<file path="config.mk">
export PLATFORM = sky130hd
export DESIGN_NAME = slug_port_peer
export DESIGN_NICKNAME = d
export VERILOG_FILES = /design/src/rtl/slug_port_peer.sv
export SDC_FILE = /design/constraint.sdc
export NUM_CORES = 1
export LEC_CHECK = 0
export BUFFER_PORTS_ARGS = -buffer_cell sky130_fd_sc_hd__buf_4
export CORE_UTILIZATION = 40
export DETAILED_ROUTE_END_ITERATION = 6
export PLACE_DENSITY = 0.6
export SLEW_MARGIN = 10
export SYNTH_ARGS = -nofsm -noshare
export SYNTH_HDL_FRONTEND = slang
export SYNTH_SLANG_ARGS = --single-unit
</file>
<file path="constraint.sdc">
create_clock -name pclk -period 6.8 [get_ports pclk]
set_input_delay 0.68 -clock pclk [delete_from_list [all_inputs] [get_ports pclk]]
set_output_delay 0.68 -clock pclk [all_outputs]
set_load 0.1 [all_outputs]
</file>
<file path="src/rtl/slug_port_peer.sv">
// Device-side peer of the slug CPU I/O port: toggle handshake command decoder bridging to TX/RX byte FIFOs.
// Optional macro SLUG_PORT_PEER_LOOPBACK_EN enables command 5 (LOOP: TX head -> RX FIFO).
module slug_port_peer #(
  parameter int DEPTH       = 16,
  parameter int SYNC_STAGES = 2
) (
  input  logic        pclk,
  input  logic        rst,
  input  logic [31:0] port_out,
  output logic [31:0] port_in,
  output logic [7:0]  tx_data,
  output logic        tx_valid,
  input  logic        tx_ready,
  input  logic [7:0]  rx_data,
  input  logic        rx_valid,
  output logic        rx_ready
);

  localparam int AW = $clog2(DEPTH);
  localparam int CW = AW + 1;

  localparam logic [2:0] CMD_NOP     = 3'd0;
  localparam logic [2:0] CMD_TX_PUSH = 3'd1;
  localparam logic [2:0] CMD_RX_POP  = 3'd2;
  localparam logic [2:0] CMD_CLR     = 3'd3;
`ifdef SLUG_PORT_PEER_LOOPBACK_EN
  localparam logic [2:0] CMD_LOOP    = 3'd5;
`endif

  typedef enum logic [1:0] {ST_IDLE, ST_EXEC, ST_WAIT, ST_ACK} state_e;

  // Sampling pipeline: only the request toggle, command and write data are carried.
  logic [11:0] sync_q [SYNC_STAGES];
  logic        s_req_tgl;
  logic [2:0]  s_cmd;
  logic [7:0]  s_wdata;
  logic        unused_port_bits;

  assign unused_port_bits = ^port_out[27:8];

  // NOTE: sequential state uses non-blocking assignments so every flop samples pre-edge values.
  always_ff @(posedge pclk or negedge rst) begin
    if (!rst) begin
      for (int i = 0; i < SYNC_STAGES; i++) sync_q[i] <= '0;
    end else begin
      sync_q[0] <= {port_out[31:28], port_out[7:0]};
      for (int i = 1; i < SYNC_STAGES; i++) sync_q[i] <= sync_q[i-1];
    end
  end

  assign s_req_tgl = sync_q[SYNC_STAGES-1][11];
  assign s_cmd     = sync_q[SYNC_STAGES-1][10:8];
  assign s_wdata   = sync_q[SYNC_STAGES-1][7:0];

  state_e        state_q, state_d;
  logic [2:0]    cmd_q;
  logic [7:0]    wdata_q;
  logic          ack_tgl_q;
  logic          err_q;
  logic [7:0]    rdata_q;

  logic [7:0]    tx_mem [DEPTH];
  logic [7:0]    rx_mem [DEPTH];
  logic [AW-1:0] tx_wr_q, tx_rd_q, rx_wr_q, rx_rd_q;
  logic [CW-1:0] tx_count_q, rx_count_q;

  logic tx_full, tx_empty, rx_full, rx_empty;
  logic loop_exec;
  logic cpu_tx_push, cpu_rx_pop, rx_underflow, clr, set_err, loop_mv, ack_flip, latch_cmd;
  logic tx_host_pop, rx_host_push, tx_push, tx_pop, rx_push, rx_pop, tx_space;

  assign tx_full  = (tx_count_q == CW'(DEPTH));
  assign tx_empty = (tx_count_q == '0);
  assign rx_full  = (rx_count_q == CW'(DEPTH));
  assign rx_empty = (rx_count_q == '0);

`ifdef SLUG_PORT_PEER_LOOPBACK_EN
  // The host is fenced off both FIFOs during LOOP so each side sees one mover per cycle.
  assign loop_exec = (state_q == ST_EXEC) && (cmd_q == CMD_LOOP);
`else
  assign loop_exec = 1'b0;
`endif

  assign tx_valid = !tx_empty && !loop_exec;
  assign rx_ready = !rx_full && !loop_exec;
  assign tx_data  = tx_mem[tx_rd_q];

  // CLR beats any host transfer landing in the same cycle.
  assign tx_host_pop  = tx_valid && tx_ready && !clr;
  assign rx_host_push = rx_valid && rx_ready && !clr;
  assign tx_space     = !tx_full || tx_host_pop;

  assign tx_push = cpu_tx_push;
  assign tx_pop  = tx_host_pop || loop_mv;
  assign rx_push = rx_host_push || loop_mv;
  assign rx_pop  = cpu_rx_pop;

  // NOTE: every always_comb output gets a default first so no latch is inferred.
  always_comb begin
    state_d      = state_q;
    cpu_tx_push  = 1'b0;
    cpu_rx_pop   = 1'b0;
    rx_underflow = 1'b0;
    clr          = 1'b0;
    set_err      = 1'b0;
    loop_mv      = 1'b0;
    ack_flip     = 1'b0;
    latch_cmd    = 1'b0;
    unique case (state_q)
      ST_IDLE: begin
        if (s_req_tgl != ack_tgl_q) begin
          latch_cmd = 1'b1;
          state_d   = ST_EXEC;
        end
      end
      ST_EXEC: begin
        state_d = ST_ACK;
        case (cmd_q)
          CMD_NOP: ;
          CMD_TX_PUSH: begin
            if (tx_full) state_d = ST_WAIT;
            else         cpu_tx_push = 1'b1;
          end
          CMD_RX_POP: begin
            if (rx_empty) begin
              rx_underflow = 1'b1;
              set_err      = 1'b1;
            end else begin
              cpu_rx_pop = 1'b1;
            end
          end
          CMD_CLR: clr = 1'b1;
`ifdef SLUG_PORT_PEER_LOOPBACK_EN
          CMD_LOOP: begin
            if (tx_empty || rx_full) set_err = 1'b1;
            else                     loop_mv = 1'b1;
          end
`endif
          default: set_err = 1'b1;
        endcase
      end
      ST_WAIT: begin
        if (tx_space) begin
          cpu_tx_push = 1'b1;
          state_d     = ST_ACK;
        end
      end
      ST_ACK: begin
        ack_flip = 1'b1;
        state_d  = ST_IDLE;
      end
      default: state_d = ST_IDLE;
    endcase
  end

  always_ff @(posedge pclk or negedge rst) begin
    if (!rst) begin
      state_q   <= ST_IDLE;
      cmd_q     <= '0;
      wdata_q   <= '0;
      ack_tgl_q <= 1'b0;
      err_q     <= 1'b0;
      rdata_q   <= '0;
    end else begin
      state_q <= state_d;
      if (latch_cmd) begin
        cmd_q   <= s_cmd;
        wdata_q <= s_wdata;
      end
      if (ack_flip) ack_tgl_q <= ~ack_tgl_q;
      if (clr)          err_q <= 1'b0;
      else if (set_err) err_q <= 1'b1;
      if (clr || rx_underflow) rdata_q <= '0;
      else if (cpu_rx_pop)     rdata_q <= rx_mem[rx_rd_q];
    end
  end

  always_ff @(posedge pclk or negedge rst) begin
    if (!rst) begin
      tx_wr_q    <= '0;
      tx_rd_q    <= '0;
      tx_count_q <= '0;
      rx_wr_q    <= '0;
      rx_rd_q    <= '0;
      rx_count_q <= '0;
    end else if (clr) begin
      tx_wr_q    <= '0;
      tx_rd_q    <= '0;
      tx_count_q <= '0;
      rx_wr_q    <= '0;
      rx_rd_q    <= '0;
      rx_count_q <= '0;
    end else begin
      tx_wr_q    <= tx_wr_q + AW'(tx_push);
      tx_rd_q    <= tx_rd_q + AW'(tx_pop);
      tx_count_q <= tx_count_q + CW'(tx_push) - CW'(tx_pop);
      rx_wr_q    <= rx_wr_q + AW'(rx_push);
      rx_rd_q    <= rx_rd_q + AW'(rx_pop);
      rx_count_q <= rx_count_q + CW'(rx_push) - CW'(rx_pop);
    end
  end

  // NOTE: FIFO storage is not reset; the pointers and counts alone define which entries are valid.
  always_ff @(posedge pclk) begin
    if (tx_push) tx_mem[tx_wr_q] <= wdata_q;
    if (loop_mv)           rx_mem[rx_wr_q] <= tx_mem[tx_rd_q];
    else if (rx_host_push) rx_mem[rx_wr_q] <= rx_data;
  end

  assign port_in = {ack_tgl_q, !rx_empty, tx_full, err_q, 4'b0000,
                    8'(tx_count_q), 8'(rx_count_q), rdata_q};

endmodule

</file>
==> results of run 1 <==
worst max-delay path, cell delays in order (launching register included):
cell and delay (ns):
dfrtp_1 0.42, inv_1 0.13, ha_1 0.29, nand4b_1 0.54
a21boi_0 0.54, o21a_1 0.53, nand2b_1 0.18, ha_1 0.23
inv_1 0.05, ha_1 0.16, inv_1 0.06, fa_1 0.41
nor2b_1 0.18, o21bai_1 0.11, a21oi_1 0.17, nor3b_1 0.07
cell type report:
class	count	area [um2]	share of cell area
clock buffer	46	948.4	0.06230
multi-input combinational	291	3388	0.2226
sequential	329	9517	0.6251
tap	442	553.0	0.03633
clock inverter	18	180.2	0.01184
inverter	17	63.81	0.004192
timing repair buffer	76	573.1	0.03764
synthesized netlist by cell type (6+ instances only):
master,count
a22oi_1,17
inv_1,17
nor4bb_1,8
and2_1,11
mux2_2,20
ha_1,25
edfxtp_1,256
dfrtp_1,73
xnor2_1,8
clkbuf_1,18
nand3_1,9
xor2_1,7
a21oi_1,6
nor3_1,7
mux4_2,51
buf_4,17
nand2_1,12
mux4_1,21
nor2_1,29
what timing repair did:
item                       CTS  global route
hold buffers                 1             0
hold endpoints to repair     9             0
setup endpoints to repair    0             0
kinds of logic after synthesis:
kind of cell    Yosys count  share of synthesized area
flops                   329                     0.7205
other cells               1                  0.0002840
fa+ha+maj                27                    0.02672
simple gates            113                    0.05306
xor+xnor                 15                   0.009949
buf+inv                  63                    0.02549
compound gates           34                    0.01819
mux                      92                     0.1458
through the flow:
step	area, um2	hold slack, ns
after global placement	14080	0.3390
final	15220	0.2743
after global routing	15220	0.2564
after detailed placement	14080	0.3347
after CTS	15220	0.2576
after floorplan	13240	0.3312
power by group through the flow:
stage               logic [uW]  registers, uW  clock network (uW)
finish                    2460           2940                1850
floorplan                 1770           3140                   0
global placement          2410           2940                   0
detailed placement        2480           2990                   0
global route              2620           2990                1960
CTS                       2490           2950                1890
cell usage in the layout, fill, tap and decap left out, types with 8 or more instances in the layout:
master,n
ha_1,25
conb_1,10
a22oi_1,17
nand3_1,9
mux4_2,51
edfxtp_1,256
clkbuf_1,9
dfrtp_1,71
nor4bb_1,8
and2_1,11
mux4_1,21
xnor2_1,8
nand2_1,12
nor2_1,29
buf_4,75
clkbuf_16,36
inv_1,17
mux2_2,20
worst paths after layout:
kind,from,endpoint,slack [ns]
worst min-delay path,port_out[6],sync_q[18]$_DFF_PN0_,0.27
min in group asynchronous,rst,s_wdata[6]$_DFF_PN0_,0.56
worst max register to register,state_q[1]$_DFFE_PN0P_,tx_count_q[4]$_DFF_PN0_,2.56
worst min register to register,sync_q[12]$_DFF_PN0_,s_wdata[0]$_DFF_PN0_,0.33
worst max-delay path,state_q[1]$_DFFE_PN0P_,tx_count_q[4]$_DFF_PN0_,2.56
max in group asynchronous,rst,tx_rd_q[1]$_DFF_PN0_,5.08
routing by layer:
| metal | global-route usage | share of wire |
|---|---|---|
| met1 | 0.1927 | 0.42 |
| met2 | 0.2650 | 0.52 |
| met3 | 0.02278 | 0.031 |
| met4 | 0.04500 | 0.021 |
| met5 | 0 | 0 |
registers in the layout (all words and copies together), names as in the netlist:
register,flops
tx_rd_q,4
err_q,1
state_q,2
ack_tgl_q,1
wdata_q,8
rx_count_q,5
s_wdata,8
rx_rd_q,4
rdata_q,8
s_cmd,3
sync_q,12
tx_mem,128
cmd_q,3
tx_count_q,5
rx_wr_q,4
s_req_tgl,1
rx_mem,128
tx_wr_q,4
==> impl_metrics.yaml, run 1 <==
global_routing:
  grt_overflow_total: 0
  grt_pass1_wl_um: 38340
  first_global_vias: 6720
  track_usage: 0.1508
  grt_max_degree: 65
  antenna_found_initial: 0
synthesis:
  syn_area_per_cell_um2: 19.59
  ys_ff_latch: 329
  synth.area.top_cells: "edfxtp_1 (58%), dfrtp_1 (14%), mux4_2 (8.7%), mux4_1 (4.2%), ha_1 (2.4%)"
  async_flop_share: 0.2219
  synth_edf_count: 256
  yosys_warnings: 0
  seq_area_frac_synth: 0.7205
  yosysTopAreaCell: "edfxtp_1"
  synth_area_um2: 13210
  synth_cell_types: 48
  synth-main-ff-cell: "edfxtp_1"
  synth_top_area_frac: 0.5821
  netlist_instances: 674
layout:
  nFillCells: 2794
  fin_util: 0.4679
  n_antenna_cell: 0
  nNetsFinal: 821
  final_cell_count_no_fill: 1219
  drive_gt1_frac: 0.2638
  area_growth_pct: 15.28
floorplan:
  core_um2: 32540
  rows: 66
  die_w_um: 183.7
  die_h_um: 183.7
  ios: 86
  die_area_um2: 33740
  start_util: 0.4059
pwr:
  power_frac_seq: 0.405
  power.switching_uw: 2679
  clkPwrFrac: 0.255
  p_comb_frac: 0.340
  peakVddDrop_mv: 0.2489
  leakage_uw: 0.005382
  switching_share: 0.3694
  cellPowerDensity_nw_per_um2: 476.3
  total_power_uw: 7251
  p_int_uw: 4572
place:
  gp_congestion: 0.7452
  dp_slack_ns: 2.534
  numPortBuffers: 55
  place_hpwl_um: 15860
  dp_cells: 1154
detailed_routing:
  drtIter0Drc: 401
  drt_pre_antenna_iters: 4
  vias_per_cell: 5.135
  drtAntennaViolNets: 0
  drt_wl_total_um: 24570
  vias: 6259
  drc: 0
  wl_per_cell_um: 20.16
clock_network:
  clock_latency_ns: 0.51
  cts_tree: "done"
  cts_max_path_buffers: 3
  numCtsBuffers: 35
  clock_sinks: 329
  clk_pin_slew_ns: 0.06
  post_cts_buffers: 0
  cts_root_buffer: "clkbuf_16"
  cts_resized: 0
  htreeDepth: 2
setup_path:
  crit_arrival_ns: 4.59
  rr_worst_depth: 15
  crit_required_ns: 7.15
  crit_type: "register to register"
  cp_max_fo: 18
  startpoint_type: "register"
  end_kind: "register"
timing:
  slew_headroom: 0.2346
  worstMarginPinSlew_ns: 1.139
  setup_ws_ns: 2.557
  tns_ns: 0
  min_period_ns: 4.243
  final_max_slew_viol_count: 0
  fmax_mhz: 235.7
  setup_viol: 0
  final_hold_viol_count: 0
  period_share: 0.6239
  fin_skew_ns: 0.02114
  rsz0062_at_grt: "no"
hold_path:
  whs_path_depth: 1
  min_path_type: "input port to register"
job:
  maxCapViolations: 0
status:
  run_status: "completed"
Note: power is estimated with default switching activity, not from simulation.
==> run 2: changes to the inputs <==
==> constraint.sdc (replaced) <==
create_clock -name pclk -period 4.3 [get_ports pclk]
set_input_delay 0.43 -clock pclk [delete_from_list [all_inputs] [get_ports pclk]]
set_output_delay 0.43 -clock pclk [all_outputs]
set_load 0.1 [all_outputs]
==> run 2 against run 1 <==
  * Clock skew fell by 0.0066 ns
  * Combinational power rose by 57%
  * Clock power rose by 65%
  * Flip-flop and latch count did not move
  * Routed wire length fell by 0.19%
  * Register-to-register slack got worse by 2.1 ns
  * Clock-buffer cell count fell by 1
  * Critical path depth rose by 1
  * First-iteration DRC count fell by 10%
  * Design area rose by 0.62%
  * Non-clock buffer count rose by 4
  * Global-route usage barely moved
  * Critical endpoint unchanged
  * Highest routed layer unchanged
==> impl_metrics.yaml, run 2 (synthesis results as in run 1) <==
status:
  run_status: "completed"
pwr:
  cellPowerDensity_nw_per_um2: 757.1
  peakVddDrop_mv: 0.6450
  total_power_uw: 11600
  leakage_uw: 0.005439
setup_path:
  startpoint_type: "register"
  crit_arrival_ns: 4.16
  cp_max_fo: 18
  crit_required_ns: 4.66
  end_kind: "register"
  r2r_slack_ns: 0.50
  crit_type: "register to register"
layout:
  layout_commonest_cell: "edfxtp_1"
  layout_common_cells: "edfxtp_1 (256), buf_4 (78), dfrtp_1 (70), mux4_2 (51), clkbuf_16 (37)"
  nNetsFinal: 826
  drive_gt1_frac: 0.2771
  reg.largest.list: "rx_mem (128), tx_mem (128), sync_q (12)"
  n_antenna_cell: 0
  area_growth_pct: 15.99
clock_network:
  cts_resized: 0
  cts_max_path_buffers: 3
  cts_root_buffer: "clkbuf_16"
  cts_tree: "done"
  numCtsBuffers: 36
  htreeDepth: 2
  clock_latency_ns: 0.51
  clock_sinks: 329
  clk_pin_slew_ns: 0.06
global_routing:
  grt_overflow_total: 0
  antenna_found_initial: 0
  track_usage: 0.1512
  grt_max_degree: 44
  grt_pass1_wl_um: 38500
  first_global_vias: 6763
floorplan:
  core_um2: 32540
  rows: 66
  start_util: 0.4059
  die_area_um2: 33740
  die_w_um: 183.7
  ios: 86
  die_h_um: 183.7
detailed_routing:
  drtAntennaViolNets: 0
  drc: 0
  drtIter0Drc: 360
  drt_pre_antenna_iters: 4
  vias_per_cell: 5.105
  drt_wl_total_um: 24520
  vias: 6254
  wl_per_cell_um: 20.02
place:
  numPortBuffers: 55
  gp_congestion: 0.7549
  place_hpwl_um: 15980
  dp_slack_ns: 0.5386
timing:
  period_share: 0.8832
  final_max_slew_viol_count: 0
  whs_ns: 0.02708
  setup_viol: 0
  fmax_mhz: 263.3
  slew_headroom: 0.2566
  setup_ws_ns: 0.5022
  rsz0062_at_grt: "no"
  final_hold_viol_count: 0
  min_period_ns: 3.798
  tns_ns: 0
  worstMarginPinSlew_ns: 1.106
  fin_skew_ns: 0.01457
hold_path:
  min_path_type: "input port to register"
job:
  maxCapViolations: 0
run 2: final cells by class:
class | count | area, um2
clock buffer | 45 | 996.0
clock inverter | 21 | 192.7
fill | 2736 | 17220
inverter | 17 | 63.81
multi-input combinational | 291 | 3388
sequential | 329 | 9518
tap | 442 | 553.0
timing repair buffer | 80 | 605.6
run 2: worst max-delay path, stage by stage (launching register included):
cell,delay [ns]
dfrtp_1,0.43
inv_1,0.12
ha_1,0.30
nand4b_1,0.13
buf_4,0.21
a21boi_0,0.32
o21a_1,0.53
nand2b_1,0.18
ha_1,0.23
inv_1,0.06
ha_1,0.15
inv_1,0.06
fa_1,0.40
nor2b_1,0.17
o21bai_1,0.10
a21oi_1,0.19
nor3b_1,0.07
run 2: path summary, 6_finish.rpt:
kind	cells after the start	endpoint	start
min in group asynchronous	2	wdata_q[5]$_DFFE_PN0P_	rst
min reg2reg	0	s_wdata[4]$_DFF_PN0_	sync_q[16]$_DFF_PN0_
max	16	tx_count_q[4]$_DFF_PN0_	state_q[1]$_DFFE_PN0P_
min	1	sync_q[23]$_DFF_PN0_	port_out[31]
max in group asynchronous	3	tx_rd_q[0]$_DFF_PN0_	rst
max reg2reg	16	tx_count_q[4]$_DFF_PN0_	state_q[1]$_DFFE_PN0P_
run 2: repair_timing:
action                                 in CTS  in global routing
setup buffers                               0                  0
hold buffers                                1                  1
endpoints found under the hold margin      30                  1
run 2: stage by stage:
stage	cell area [um2]	instances	util
final	15320	1225	0.4708
after global routing	15320	1225	0.4708
after CTS	15310	1224	0.4704
after detailed placement	14110	1157	0.4336
after global placement	14110	1157	0.4336
after floorplan	13240	683	-
run 2: metal layers:
metal | part of all wire | vias to the layer above | wire length, um | global-route usage
li1 | - | 2828 | - | -
met1 | 0.41 | 3254 | 10150 | 0.1845
met2 | 0.53 | 128 | 12980 | 0.2729
met3 | 0.035 | 44 | 851 | 0.02555
met4 | 0.022 | 0 | 534 | 0.04667
met5 | 0 | - | 0 | 0
run 2: report_power, final:
group          total (uW)  internal [uW]  switching [uW]
logic                3850           1440            2410
registers            4690           4050             645
clock network        3050           1830            1220
==> run 3: changes to the inputs <==
==> constraint.sdc (replaced) <==
create_clock -name pclk -period 3.6 [get_ports pclk]
set_input_delay 0.36 -clock pclk [delete_from_list [all_inputs] [get_ports pclk]]
set_output_delay 0.36 -clock pclk [all_outputs]
set_load 0.1 [all_outputs]
==> run 3 against run 2 <==
  * The flow now finishes with violations (negative hold slack)
  * Sequential power up 18%
  * Core utilization rose by 0.47 points
  * Largest power group unchanged
  * First-iteration DRC count down 13%
  * Routed wire length decreased by 2.0%
  * Setup slack lost 0.19 ns
  * Combinational power rose by 23%
  * Fmax is 15% higher
  * Total power grew 19%
  * Register-to-register slack lost 0.19 ns
  * Clock-buffer cell count rose by 2
==> impl_metrics.yaml, run 3 (synthesis results as in run 1) <==
clock_network:
  cts_root_buffer: "clkbuf_16"
  cts_max_path_buffers: 3
  cts_tree: "done"
  clock_latency_ns: 0.52
  htreeDepth: 2
  clk_pin_slew_ns: 0.06
  clock_sinks: 329
  numCtsBuffers: 36
  cts_resized: 0
global_routing:
  first_global_vias: 6830
  grt_max_degree: 74
  antenna_found_initial: 0
  grt_overflow_total: 0
  grt_pass1_wl_um: 38560
  track_usage: 0.1504
timing:
  setup_viol: 0
  whs_ns: -0.01357
  final_max_slew_viol_count: 0
  min_period_ns: 3.291
  fmax_mhz: 303.9
  slew_headroom: 0.3185
  fin_skew_ns: 0.01858
  period_share: 0.9141
  worstMarginPinSlew_ns: 1.022
  rsz0062_at_grt: "no"
  final_hold_viol_count: 3
detailed_routing:
  drtIter0Drc: 314
  drt_wl_total_um: 24040
  drc: 0
  vias: 6279
  drt_pre_antenna_iters: 4
  vias_per_cell: 5.043
  drtAntennaViolNets: 0
  wl_per_cell_um: 19.31
setup_path:
  r2r-end: "tx_count_q[4]$_DFF_PN0_"
  end_kind: "register"
  timing.rr.start: "state_q[1]$_DFFE_PN0P_"
  crit_arrival_ns: 3.70
  slowest_stage: "dfrtp_1"
  r2r_slack_ns: 0.31
  crit_type: "register to register"
  worstPathCellList: "inv_1, ha_1, nand4b_1, a21boi_0, o21a_1, nand2b_1, ha_1, inv_1, ha_1, inv_1, fa_1, nor2b_1, o21bai_1, nand3_1, nor3b_1"
  max_stage_delay_ns: 0.42
  crit_required_ns: 4.01
  rr_worst_depth: 15
  cp_max_fo: 7
  startpoint_type: "register"
floorplan:
  die_w_um: 183.7
  rows: 66
  start_util: 0.4059
  die_h_um: 183.7
  die_area_um2: 33740
  core_um2: 32540
  ios: 86
pwr:
  total_power_uw: 13770
  power_frac_seq: 0.402
  cellPowerDensity_nw_per_um2: 890.2
  p_int_uw: 8711
  power.switching_uw: 5060
  peakVddDrop_mv: 0.5442
  p_comb_frac: 0.343
  clkPwrFrac: 0.256
  leakage_uw: 0.005508
  switching_share: 0.3674
place:
  place_hpwl_um: 16010
  dp_cells: 1167
  numPortBuffers: 55
  gp_congestion: 0.7527
layout:
  nFillCells: 2745
  reg.largest.list: "rx_mem (128), tx_mem (128), sync_q (12)"
  layout_commonest_cell: "edfxtp_1"
  fin_util: 0.4754
  drive_gt1_frac: 0.2727
  layout_common_cells: "edfxtp_1 (256), buf_4 (88), dfrtp_1 (70), mux4_2 (51), clkbuf_16 (36)"
  area_growth_pct: 17.14
  nNetsFinal: 846
  n_antenna_cell: 0
  final_cell_count_no_fill: 1245
status:
  violations: "negative hold slack"
  run_status: "finished, violations left"
hold_path:
  min_path_type: "input port to async pin"
job:
  maxCapViolations: 0
==> run 3: changes by cell type in the layout (fill, tap and decap cells not counted), moves of 2 or more <==
cell / previous run / this run
clkinv_2: 10 / 5
clkbuf_8: 4 / 1
clkinv_1: 3 / 7
clkbuf_1: 4 / 10
clkinvlp_4: 2 / 0
buf_4: 78 / 88
dlygate4sd3_1: 2 / 12
==> run 3: stage by stage <==
stage / hold WS, ns / TNS (ns) / cell area (um2) / setup WS [ns]
after global routing: 0.07843 / 0 / 15470 / 0.007672
after floorplan: 0.06441 / -0.01673 / 13250 / -0.01673
final: -0.01357 / 0 / 15470 / 0.3091
after CTS: 0.03373 / 0 / 15470 / 0.3014
after global placement: 0.3360 / 0 / 14200 / 0.5880
after detailed placement: 0.3347 / 0 / 14200 / 0.3372
==> run 3: worst max-delay path by stage <==
| stage | slack [ns] | depth (start not counted) | end | from |
|---|---|---|---|---|
| after global routing | 0.008 | 15 | tx_count_q[4]$_DFF_PN0_ | state_q[1]$_DFFE_PN0P_ |
| final | 0.31 | 15 | tx_count_q[4]$_DFF_PN0_ | state_q[1]$_DFFE_PN0P_ |
| after global placement | 0.59 | 15 | tx_count_q[4]$_DFF_PN0_ | state_q[1]$_DFFE_PN0P_ |
| after detailed placement | 0.34 | 15 | tx_count_q[4]$_DFF_PN0_ | state_q[1]$_DFFE_PN0P_ |
| after floorplan | -0.02 | 10 | rx_count_q[4]$_DFF_PN0_ | rx_count_q[4]$_DFF_PN0_ |
| after CTS | 0.30 | 4 | tx_data[5] | tx_rd_q[0]$_DFF_PN0_ |
==> run 3: power by group through the flow <==
stage,sequential [uW],combinational [uW],clock [uW]
6_report,5530,4720,3520
3_5_place_dp,5630,4750,0
3_3_place_gp,5560,4640,0
2_1_floorplan,5930,3340,0
4_1_cts,5550,4780,3600
5_1_grt,5640,5030,3750
==> run 3: critical path, delay by kind of cell (launching register included) <==
kind | cells | cell delay [ns]
compound gates | 3 | 0.67
flops | 1 | 0.42
fa+ha+maj | 4 | 1.12
buf+inv | 3 | 0.24
simple gates | 5 | 0.74
==> run 3: repair_timing <==
item,CTS,global route
setup buffers,0,0
endpoints found under the hold margin,12,0
hold buffers,12,0
==> run 3: layout make-up <==
cell class	instances	area (um2)	share of cell area
Tap cell	442	553.0	0.03575
Inverter	17	63.81	0.004125
Timing Repair Buffer	100	780.7	0.05047
Sequential cell	329	9518	0.6153
Clock inverter	19	197.7	0.01278
Multi-Input combinational cell	291	3403	0.2200
Clock buffer	47	952.2	0.06155
==> run 3: metal layers <==
metal  vias up  part of all wire  wire length, um  track usage
met3        35             0.037              880      0.02456
met1      3267              0.42            10080       0.1897
met5         -                 0                0            0
met2       108              0.53            12660       0.2670
li1       2869                 -                -            -
met4         0             0.017              415      0.04233
